[config.mk]
export PLATFORM = sky130hd
export DESIGN_NAME = density_tlc
export DESIGN_NICKNAME = d
export VERILOG_FILES = /design/src/rtl/density_tlc.sv
export SDC_FILE = /design/constraint.sdc
export NUM_CORES = 1
export LEC_CHECK = 0
export ABC_CLOCK_PERIOD_IN_PS = 7000
export BUFFER_PORTS_ARGS = -buffer_cell sky130_fd_sc_hd__buf_2
export CAP_MARGIN = 0
export CELL_PAD_IN_SITES_DETAIL_PLACEMENT = 0
export CELL_PAD_IN_SITES_GLOBAL_PLACEMENT = 1
export CORE_MARGIN = 5
export CORE_UTILIZATION = 46
export CTS_BUF_LIST = sky130_fd_sc_hd__clkbuf_8
export CTS_CLUSTER_SIZE = 40
export DETAILED_ROUTE_END_ITERATION = 16
export MAX_ROUTING_LAYER = met4
export PLACE_DENSITY_LB_ADDON = 0.1
export SYNTH_ARGS = -nofsm -noshare
export SYNTH_HDL_FRONTEND = slang
export SYNTH_SLANG_ARGS = --single-unit
[constraint.sdc]
create_clock -name clk -period 7 [get_ports clk]
set_input_delay 0 -clock clk [delete_from_list [all_inputs] [get_ports clk]]
set_output_delay 0 -clock clk [all_outputs]
set_load 0.02 [all_outputs]
[src/rtl/density_tlc.sv]
// density_tlc: density-actuated traffic-light controller for NUM_ROADS approaches.
// Green is held while the served road stays busy, bounded by MIN_GREEN/MAX_GREEN
// whenever another road waits. Service rotates round-robin among demanding roads,
// passing through a yellow and an all-red clearance phase between greens.
module density_tlc #(
    parameter int NUM_ROADS    = 4,
    parameter int ROAD_W       = $clog2(NUM_ROADS),
    parameter int CNT_W        = 8,
    parameter int MIN_GREEN    = 4,
    parameter int MAX_GREEN    = 12,
    parameter int YELLOW_TIME  = 3,
    parameter int ALL_RED_TIME = 2
) (
    input  logic                 clk,
    input  logic                 rst,
    input  logic [NUM_ROADS-1:0] demand,
    output logic [NUM_ROADS-1:0] red,
    output logic [NUM_ROADS-1:0] yellow,
    output logic [NUM_ROADS-1:0] green,
    output logic [ROAD_W-1:0]    active_road,
    output logic [1:0]           phase,
    output logic                 green_start
);

    typedef enum logic [1:0] {
        PH_ALL_RED = 2'b00,
        PH_GREEN   = 2'b01,
        PH_YELLOW  = 2'b10
    } phase_t;

    // Last timer value of each timed phase (timer counts from 0).
    localparam logic [CNT_W-1:0] C_AR_LAST  = CNT_W'(ALL_RED_TIME - 1);
    localparam logic [CNT_W-1:0] C_Y_LAST   = CNT_W'(YELLOW_TIME - 1);
    localparam logic [CNT_W-1:0] C_MIN_LAST = CNT_W'(MIN_GREEN - 1);
    localparam logic [CNT_W-1:0] C_MAX_LAST = CNT_W'(MAX_GREEN - 1);

    // Round-robin search: first waiting road after 'cur', wrapping modulo NUM_ROADS.
    function automatic logic [ROAD_W-1:0] f_pick_next(
        input logic [ROAD_W-1:0]    cur,
        input logic [NUM_ROADS-1:0] waiting
    );
        logic [ROAD_W-1:0] sel;
        logic [ROAD_W-1:0] cand;
        logic              found;
        int                idx;
        sel   = cur;
        found = 1'b0;
        for (int k = 1; k < NUM_ROADS; k++) begin
            idx  = (int'(cur) + k) % NUM_ROADS;
            cand = ROAD_W'(idx);
            if (!found && waiting[cand]) begin
                sel   = cand;
                found = 1'b1;
            end
        end
        return sel;
    endfunction

    phase_t                r_phase;
    logic [ROAD_W-1:0]     r_active;
    logic [ROAD_W-1:0]     r_next;
    logic [CNT_W-1:0]      r_timer;
    logic                  r_gs;

    phase_t                w_phase_nxt;
    logic [ROAD_W-1:0]     w_active_nxt;
    logic [ROAD_W-1:0]     w_next_nxt;
    logic [CNT_W-1:0]      w_timer_nxt;
    logic [NUM_ROADS-1:0]  w_mask;
    logic [NUM_ROADS-1:0]  w_others;
    logic                  w_min_met;
    logic                  w_max_hit;
    logic                  w_gap;
    logic                  w_leave_green;

    // Demand seen by the green decision: everyone except the road being served.
    assign w_mask        = NUM_ROADS'(1) << r_active;
    assign w_others      = demand & ~w_mask;
    assign w_min_met     = (r_timer >= C_MIN_LAST);
    assign w_max_hit     = (r_timer == C_MAX_LAST);
    assign w_gap         = ~demand[r_active];
    // Gap-out and max-out collapse into one exit; no one waiting means rest in green.
    assign w_leave_green = (|w_others) && w_min_met && (w_gap || w_max_hit);

    // State register: rst wins over every transition.
    always_ff @(posedge clk) begin
        if (rst) begin
            r_phase  <= PH_ALL_RED;
            r_active <= '0;
            r_next   <= '0;
            r_timer  <= '0;
            r_gs     <= 1'b0;
        end else begin
            r_phase  <= w_phase_nxt;
            r_active <= w_active_nxt;
            r_next   <= w_next_nxt;
            r_timer  <= w_timer_nxt;
            r_gs     <= (w_phase_nxt == PH_GREEN) && (r_phase != PH_GREEN);
        end
    end

    // Next-state logic; demand only influences the GREEN decision.
    always_comb begin
        w_phase_nxt  = r_phase;
        w_active_nxt = r_active;
        w_next_nxt   = r_next;
        unique case (r_phase)
            PH_ALL_RED: begin
                if (r_timer == C_AR_LAST) begin
                    w_phase_nxt  = PH_GREEN;
                    w_active_nxt = r_next;
                end
            end
            PH_GREEN: begin
                if (w_leave_green) begin
                    w_phase_nxt = PH_YELLOW;
                    w_next_nxt  = f_pick_next(r_active, w_others);
                end
            end
            PH_YELLOW: begin
                if (r_timer == C_Y_LAST) begin
                    w_phase_nxt = PH_ALL_RED;
                end
            end
            default: begin
                w_phase_nxt = PH_ALL_RED;
            end
        endcase

        // Timer restarts with each phase and parks at MAX_GREEN-1 while resting in green.
        if (w_phase_nxt != r_phase) begin
            w_timer_nxt = '0;
        end else if ((r_phase == PH_GREEN) && (r_timer >= C_MAX_LAST)) begin
            w_timer_nxt = C_MAX_LAST;
        end else begin
            w_timer_nxt = r_timer + CNT_W'(1);
        end
    end

    // Lamp decode from state only: one lamp lit per road at all times.
    always_comb begin
        red    = '1;
        yellow = '0;
        green  = '0;
        unique case (r_phase)
            PH_GREEN: begin
                green = w_mask;
                red   = ~w_mask;
            end
            PH_YELLOW: begin
                yellow = w_mask;
                red    = ~w_mask;
            end
            default: begin
                red = '1;
            end
        endcase
    end

    assign active_road = r_active;
    assign phase       = r_phase;
    assign green_start = r_gs;

endmodule

==> results.toml, run 1 <==
[yosys]
synthesis.instances = 166
netlist_area_mm2 = 0.00135
yosysWarnings = 0
synth-edff-count = 0
synthFlopType = "dfxtp_1"
syn_nets = 183
postSynthAreaPerCell_um2 = 8.12
synth_seq_cells = 15
ys_seq_area_share_pct = 22.3
synth_cell_types = 49
synthArstFlopShare_pct = 0

[detailed_routing]
vias_per_cell = 5.87
route.detailed.drc = 0
wl_met3_um = 134
detail_route.wl_per_cell_um = 15.2
routed_wl_um = 3280
wl_met2_um = 1550
ant_nets = 0
dr.max_layer_used = "met4"
drt_first_pass_iters = 6
num_vias = 1263
drt_iter0_markers = 46
drt-met1-wl_um = 1530

[global_routing]
gr-total-overflow = 0
grtUsageTotal_pct = 17.0
antenna_found_initial = 0
grt_max_degree = 15
grt_pass1_vias = 1148
grt_first_pass_wirelength_um = 5460

[pwr]
vdd_drop_max_uv = 169
leakagePower_nw = 0.625
finalPower_mw = 0.396
power-per-cell-area_mw_per_mm2 = 263

[sta]
rsz0062_at_grt = "false"
skew_ns = 0.00453
period_share_pct = 37.3
finalWorstSetupSlack_ns = 4.39
tightest_slew_ns = 0.838
worst_hold_slack_ns = 0.0324
tns_ns = 0
hold_violations = 0
relSlewSlack_pct = 44.1
max_freq_mhz = 383
maxSlewViolCount = 0
fin_crit_ns = 2.61
setup_viol = 0

[worst_setup_path]
crit_arrival_ns = 2.73
regToRegSetupSlack_ns = 4.39
crit_path_end_kind = "register"
cp_top_family = "simple AND/OR/NAND/NOR gates"
crit_path_start_kind = "register"
path_class = "reg2reg"
critPathMaxFanout = 14
critPathRequiredTime_ns = 7.12
path_buf_inv = 1
cp_slowest_stage_delay_ns = 0.62
crit_chain = "inv_1 -> ha_1 -> nor2b_1 -> or4_1 -> o311ai_2 -> o2111ai_1 -> mux2i_1"
cpMaxStageDelayCell = "dfxtp_1"

[cells_and_area]
syn_to_final_growth_pct = 12.0
layout-drive-gt1-share_pct = 19.6
final_common_cell = "buf_2"
nets = 202
most-common-layout-cells = "22 x buf_2, 18 x nand2_1, 15 x dfxtp_1"
n_antenna_cell = 0

[cts]
clk_latency_ns = 0.25
clock-sinks = 15
cts_tree = "yes"
root_buffer = "clkbuf_8"
htree_levels = 1
cts_buffers = 3
cts_resized = 0
clk_pin_slew_ns = 0.05
hold_buffers = 0
post_cts_buffers = 0
clockBufferDepth = 2

[floorplanning]
coreArea_mm2 = 0.00278
initial_core_util_pct = 48.4
die-height_um = 64.1
pin_count = 23
die_w_um = 64.1
row_count = 19
die_area_mm2 = 0.00411

[min_path]
hp-class = "in2reg"

[status]
status = "finished clean"

[place]
dp_hpwl_um = 2590
port_buffers = 22
gp_congestion = 0.852
dp_slack_ns = 4.39

[flow_run]
drv_cap = 0
## synthesized netlist by cell type, types with 2 or more instances
| cell | number | share of area [%] |
|---|---|---|
| o22ai_1 | 2 | 0.93 |
| a21boi_0 | 2 | 1.1 |
| dfxtp_1 | 15 | 22 |
| nor3_1 | 2 | 0.74 |
| mux2_2 | 2 | 1.7 |
| o221ai_1 | 2 | 1.3 |
| nand2b_1 | 2 | 0.93 |
| clkbuf_1 | 5 | 1.4 |
| mux2i_1 | 6 | 4.5 |
| o2111ai_1 | 6 | 3.9 |
| or4_1 | 2 | 1.1 |
| nor2_1 | 12 | 3.3 |
| a21o_1 | 2 | 1.1 |
| nand3_1 | 2 | 0.74 |
| or2_2 | 2 | 0.93 |
| nand2_1 | 18 | 5.0 |
| ha_1 | 11 | 10 |
| nand3b_1 | 2 | 1.1 |
| inv_1 | 11 | 3.1 |
| o21ai_0 | 7 | 2.6 |
| a211oi_1 | 4 | 2.2 |
| xnor2_1 | 4 | 2.6 |
| nor2b_1 | 6 | 2.8 |
| buf_2 | 2 | 0.74 |
| o211ai_1 | 2 | 1.1 |
| o21a_1 | 2 | 1.1 |
| a21oi_1 | 3 | 1.1 |
| and2_1 | 8 | 3.7 |
| nand4_1 | 2 | 0.93 |
## path summary, 6_finish.rpt
kind,startpoint,to,cells after the start
max,active_road[1],r_timer[2],7
min,rst,r_next[1],2
max reg2reg,active_road[1],r_timer[2],7
min reg2reg,r_next[1],r_next[1],2
## kinds of logic (layout without fill, tap and decap cells)
kind of cell	count (synthesis)	count (layout)	synth area share, %
compound gates	44	44	26.4
xor+xnor	5	5	3.25
fa+ha+maj	11	11	10.2
buf+inv	19	37	5.48
flops	15	15	22.3
mux	9	9	7.80
simple gates	63	63	24.6
## layout make-up
class / instances / area, um^2
fill: 274 / 1270
multi-input combinational: 132 / 973
sequential: 15 / 300
timing repair buffer: 22 / 110
clock buffer: 3 / 41.3
inverter: 11 / 41.3
tap: 31 / 38.8
clock inverter: 1 / 3.75
## metal layers
layer / global-route usage (%) / vias to the layer above
met1: 21.7 / 585
li1: - / 641
met3: 4.73 / 8
met4: 4.58 / 0
met5: - / -
met2: 26.4 / 29
## flip-flops by register name, summed over array words and instances, names as in the netlist
name and count:
phase 2, r_next 2, r_timer 8, green_start 1, active_road 2
## where the power goes
group          total, mW  internal, mW  switching (mW)
sequential         0.120        0.0983          0.0215
combinational      0.209        0.0829           0.126
clock             0.0677        0.0388          0.0289
total              0.396         0.220           0.176
## metrics by stage
| stage | std cells | utilization, % | instance area (um^2) |
|---|---|---|---|
| finish | 215 | 54.3 | 1510 |
| global route | 215 | 54.3 | 1510 |
| CTS | 215 | 54.3 | 1510 |
| detailed placement | 211 | 52.6 | 1460 |
| global placement | 211 | 52.6 | 1460 |
| floorplan | 166 | - | 1350 |
Note: power is estimated with default switching activity, not from simulation.
==> inputs of run 2 (changes only) <==
ABC_CLOCK_PERIOD_IN_PS = 2100   (was 7000)
CORE_UTILIZATION = 39   (was 46)
clock period = 2.1 ns   (was 7 ns; I/O delays follow)
==> run 2 against run 1 <==
Net effect:
- sequential share of layout area fell by 2.5 points
- clock power rose to 3.4 times the previous value
- global-route usage rose by 0.74 points
- via count rose by 4.3%
- sequential power rose to 3.0 times the previous value
- clock skew barely moved
==> results.toml, run 2 (synthesized netlist as in run 1, its figures left out) <==
[pwr]
netSwitchingPower_mw = 0.631
vdd_drop_max_uv = 408
clkPwrFrac_pct = 15.7
swShare_pct = 43.6
p_comb_share_pct = 59.5
power_frac_seq_pct = 24.8
finalPower_mw = 1.45
power-per-cell-area_mw_per_mm2 = 830
leakagePower_nw = 0.730
internal-power_mw = 0.818

[sta]
tns_ns = 0
maxSlewViolCount = 0
rsz0062_at_grt = "true"
hold_violations = 0
tightest_slew_ns = 0.416
period_share_pct = 99.0
finalWorstSetupSlack_ns = 0.0215
worst_hold_slack_ns = 0.0392
setup_viol = 0
skew_ns = 0.00478
max_freq_mhz = 481
relSlewSlack_pct = 72.3
fin_crit_ns = 2.08

[detailed_routing]
drt_iter0_markers = 55
detail_route.wl_per_cell_um = 14.4
ant_nets = 0
route.detailed.drc = 0
drt_first_pass_iters = 4
vias_per_cell = 5.33
routed_wl_um = 3560
num_vias = 1317

[cts]
cts_buffers = 3
clockBufferDepth = 2
clock-sinks = 15
clk_pin_slew_ns = 0.06
cts_tree = "yes"
hold_buffers = 0
post_cts_buffers = 0
root_buffer = "clkbuf_8"
clk_latency_ns = 0.25
htree_levels = 1

[worst_setup_path]
critPathMaxFanout = 8
crit_path_end_kind = "register"
cp_slowest_stage_delay_ns = 0.59
crit_arrival_ns = 2.25
cpMaxStageDelayCell = "or4_4"
path_class = "reg2reg"
crit_chain = "or4_4 -> o21ba_1 -> buf_4 -> o311ai_4 -> buf_6 -> o2111ai_1 -> mux2i_1"
critPathRequiredTime_ns = 2.28
crit_path_start_kind = "register"

[global_routing]
grt_pass1_vias = 1303
gr-total-overflow = 0
grt_first_pass_wirelength_um = 6150
grtUsageTotal_pct = 17.7
antenna_found_initial = 0
grt_max_degree = 14

[place]
dpl-instance-area_mm2 = 0.00162
gp_congestion = 0.868
dp_hpwl_um = 2750
dp_slack_ns = -0.0913
port_buffers = 22
place_inst = 242

[floorplanning]
row_count = 21
die_area_mm2 = 0.00473
initial_core_util_pct = 40.4
die-height_um = 68.8
die_w_um = 68.8
coreArea_mm2 = 0.00334
pin_count = 23

[cells_and_area]
finalNonFillerCells = 247
nets = 219
largest_reg_flops = 8
top_register = "r_timer"
n_antenna_cell = 0
layout-drive-gt1-share_pct = 34.8
fin_util_pct = 52.3
final_common_cell = "buf_2"
syn_to_final_growth_pct = 29.5
most-common-layout-cells = "22 x buf_2, 18 x nand2_1, 15 x buf_4"
finish.instance_area_mm2 = 0.00175

[status]
status = "finished clean"

[min_path]
hp-class = "in2reg"

[flow_run]
drv_cap = 0
-- run 2: changes by cell type in the layout (fill, tap and decap cells not counted), moves of 3 or more --
cell | previous run | this run
buf_4 | 0 | 15
dfxtp_1 | 15 | 12
dfxtp_2 | 0 | 3
ha_1 | 11 | 8
-- run 2: final cells by class --
cell class	count	area [um^2]
Sequential cell	15	304
Timing Repair Buffer	39	245
Fill cell	344	1590
Multi-Input combinational cell	132	1050
Inverter	11	41.3
Tap cell	46	57.6
Clock buffer	3	41.3
Clock inverter	1	3.75
-- run 2: final timing paths --
path / depth (start not counted) / endpoint / start / slack, ns
hold / removal: 2 / active_road[0] / rst / 0.04
setup / recovery: 7 / r_timer[0] / r_timer[5] / 0.02
setup reg to reg: 7 / r_timer[0] / r_timer[5] / 0.02
hold reg to reg: 2 / r_next[1] / r_next[1] / 0.45
-- run 2: layer usage --
layer / part of all wire [%] / up-vias / global-route usage [%]
met1: 47 / 620 / 21.7
met2: 49 / 19 / 29.3
met5: 0 / - / -
li1: - / 672 / -
met4: 1.5 / 0 / 5.60
met3: 2.6 / 6 / 3.57
-- run 2: timing repair --
item / CTS / global route
cloned: 0 / 1
endpoints found under the setup margin: 8 / 5
pin swaps: 0 / 0
resized for setup: 2 / 14
-- run 2: power groups by stage --
stage	combinational (mW)	clock, mW	sequential [mW]
3_5_place_dp	0.799	0	0.366
2_1_floorplan	0.539	0	0.396
6_report	0.862	0.227	0.360
5_1_grt	0.948	0.245	0.367
3_3_place_gp	0.795	0	0.365
4_1_cts	0.807	0.233	0.360
-- run 2: critical path: cells and delay by family, from the launching register on --
| family | cells | cell delay, ns |
|---|---|---|
| muxes | 1 | 0.15 |
| buffers and inverters | 2 | 0.31 |
| and+or+nand+nor | 1 | 0.59 |
| AOI/OAI and AO/OA | 3 | 0.66 |
| DFF | 1 | 0.31 |
==> inputs of run 3 (changes only) <==
--- a/config.mk
+++ b/config.mk
@@ -12,3 +12,3 @@
 export CELL_PAD_IN_SITES_GLOBAL_PLACEMENT = 1
-export CORE_MARGIN = 5
+export CORE_MARGIN = 3
 export CORE_UTILIZATION = 39
@@ -17,2 +17,3 @@
 export DETAILED_ROUTE_END_ITERATION = 16
+export GPL_TIMING_DRIVEN = 1
 export MAX_ROUTING_LAYER = met4
==> constraint.sdc (replaced) <==
create_clock -name clk -period 2.1 [get_ports clk]
set_input_delay 0.21 -clock clk [delete_from_list [all_inputs] [get_ports clk]]
set_output_delay 0.21 -clock clk [all_outputs]
set_load 0.02 [all_outputs]
==> run 3 against run 2 <==
Net effect:
- first-iteration DRC count decreased by 7.3%
- core utilization is 3.4 points higher
- largest power group unchanged
- combinational power up 2%
- highest routed layer unchanged
- register-to-register slack improved by 0.04 ns
- design area up 1.4%
==> results.toml, run 3 (synthesized netlist as in run 1, its figures left out) <==
[status]
status = "finished clean"

[global_routing]
grt_max_degree = 14
antenna_found_initial = 0
grt_first_pass_wirelength_um = 5840
grtUsageTotal_pct = 18.4
gr-total-overflow = 0
grt_pass1_vias = 1209

[worst_setup_path]
critPathRequiredTime_ns = 2.27
cp.depth = 5
crit_path_end_kind = "register"
worst_r2r_path_depth = 5
cpMaxStageDelayCell = "or4_4"
crit_chain = "or4_4 -> o21ba_4 -> or3_4 -> a31o_4 -> a211oi_2"
crit_path_start_kind = "register"
cp_slowest_stage_delay_ns = 0.58
critPathMaxFanout = 6
path_buf_inv = 0
cp_top_family = "simple AND/OR/NAND/NOR gates"
path_class = "reg2reg"
crit_arrival_ns = 2.22

[min_path]
hp-class = "in2reg"
holdPathStages = 2

[sta]
period_share_pct = 97.2
hold_violations = 0
tightest_slew_ns = 0.399
max_freq_mhz = 490
relSlewSlack_pct = 73.4
maxSlewViolCount = 0
skew_ns = 0.00183
fin_crit_ns = 2.04
tns_ns = 0
setup_viol = 0
finalWorstSetupSlack_ns = 0.0579
rsz0062_at_grt = "false"

[cts]
clk_latency_ns = 0.25
clk_pin_slew_ns = 0.06
htree_levels = 1
cts_tree = "yes"
clock-sinks = 15
clockBufferDepth = 2
root_buffer = "clkbuf_8"
hold_buffers = 0
cts_buffers = 3

[pwr]
leakagePower_nw = 0.720
vdd_drop_max_uv = 530
power-per-cell-area_mw_per_mm2 = 833
finalPower_mw = 1.47

[floorplanning]
die-height_um = 64.8
die_w_um = 64.8
pin_count = 23
die_area_mm2 = 0.00420
coreArea_mm2 = 0.00318
row_count = 20
initial_core_util_pct = 42.4

[cells_and_area]
top_register = "r_timer"
final_common_cell = "buf_2"
finish.instance_area_mm2 = 0.00177
regArea_um2 = 309
multiInputGateArea_mm2 = 0.00106
syn_to_final_growth_pct = 31.3
layout-drive-gt1-share_pct = 35.0
most-common-layout-cells = "22 x buf_2, 19 x buf_4, 18 x nand2_1"
finalNonFillerCells = 247
n_antenna_cell = 0
largest_reg_flops = 8
nets = 221
fill_cells = 311

[detailed_routing]
num_vias = 1315
routed_wl_um = 3480
ant_nets = 0
drt_first_pass_iters = 4
route.detailed.drc = 0
vias_per_cell = 5.32
detail_route.wl_per_cell_um = 14.1
drt_iter0_markers = 51

[place]
place_inst = 241
dpl-instance-area_mm2 = 0.00162
dp_hpwl_um = 2750
dp_slack_ns = -0.102
gp_congestion = 0.839
port_buffers = 22

[flow_run]
drv_cap = 0
-- run 3: cell count changes in the layout (fill, tap and decap cells not counted), sizes merged --
| cell | before | now |
|---|---|---|
| buf | 39 | 41 |
-- run 3: power breakdown --
group	total, mW	internal (mW)	switching [mW]
Combinational	0.881	0.365	0.516
Clock	0.234	0.130	0.104
Sequential	0.358	0.327	0.0315
-- run 3: final timing paths --
check,start,end,slack (ns)
hold / removal,rst,active_road[1],0.22
hold reg to reg,r_next[1],r_next[1],0.46
setup / recovery,r_timer[7],r_timer[7],0.06
setup reg to reg,r_timer[7],r_timer[7],0.06
-- run 3: final cells by class --
| class | count | area share (%) |
|---|---|---|
| clock buffer | 3 | 2.33 |
| clock inverter | 1 | 0.212 |
| inverter | 11 | 2.48 |
| multi-input combinational | 132 | 60.1 |
| sequential | 15 | 17.5 |
| tap | 44 | 3.11 |
| timing repair buffer | 41 | 14.3 |
-- run 3: metrics by stage --
| step | hold slack, ns | utilization [%] |
|---|---|---|
| 2_1_floorplan | 0.436 | - |
| 6_report | 0.225 | 55.7 |
| 4_1_cts | 0.217 | 52.7 |
| 3_5_place_dp | 0.458 | 51.0 |
| 3_3_place_gp | 0.446 | 51.0 |
| 5_1_grt | 0.236 | 55.7 |
-- run 3: worst reg2reg max path, stage by stage (launching register included) --
cell	delay (ns)
dfxtp_1	0.31
or4_4	0.58
o21ba_4	0.23
or3_4	0.36
a31o_4	0.26
a211oi_2	0.22
-- run 3: repair_timing --
item,4_1_cts,5_1_grt
buffers inserted,0,2
setup endpoints to repair,8,11
resized for setup,2,16
pin swaps,0,5
cloned,0,0
-- run 3: metal layers --
| layer | GRT usage (%) | vias up | wire, um |
|---|---|---|---|
| met1 | 24.8 | 617 | 1710 |
| met3 | 3.12 | 5 | 93 |
| li1 | - | 681 | - |
| met2 | 28.1 | 12 | 1640 |
| met5 | - | - | 0 |
| met4 | 5.54 | 0 | 42 |
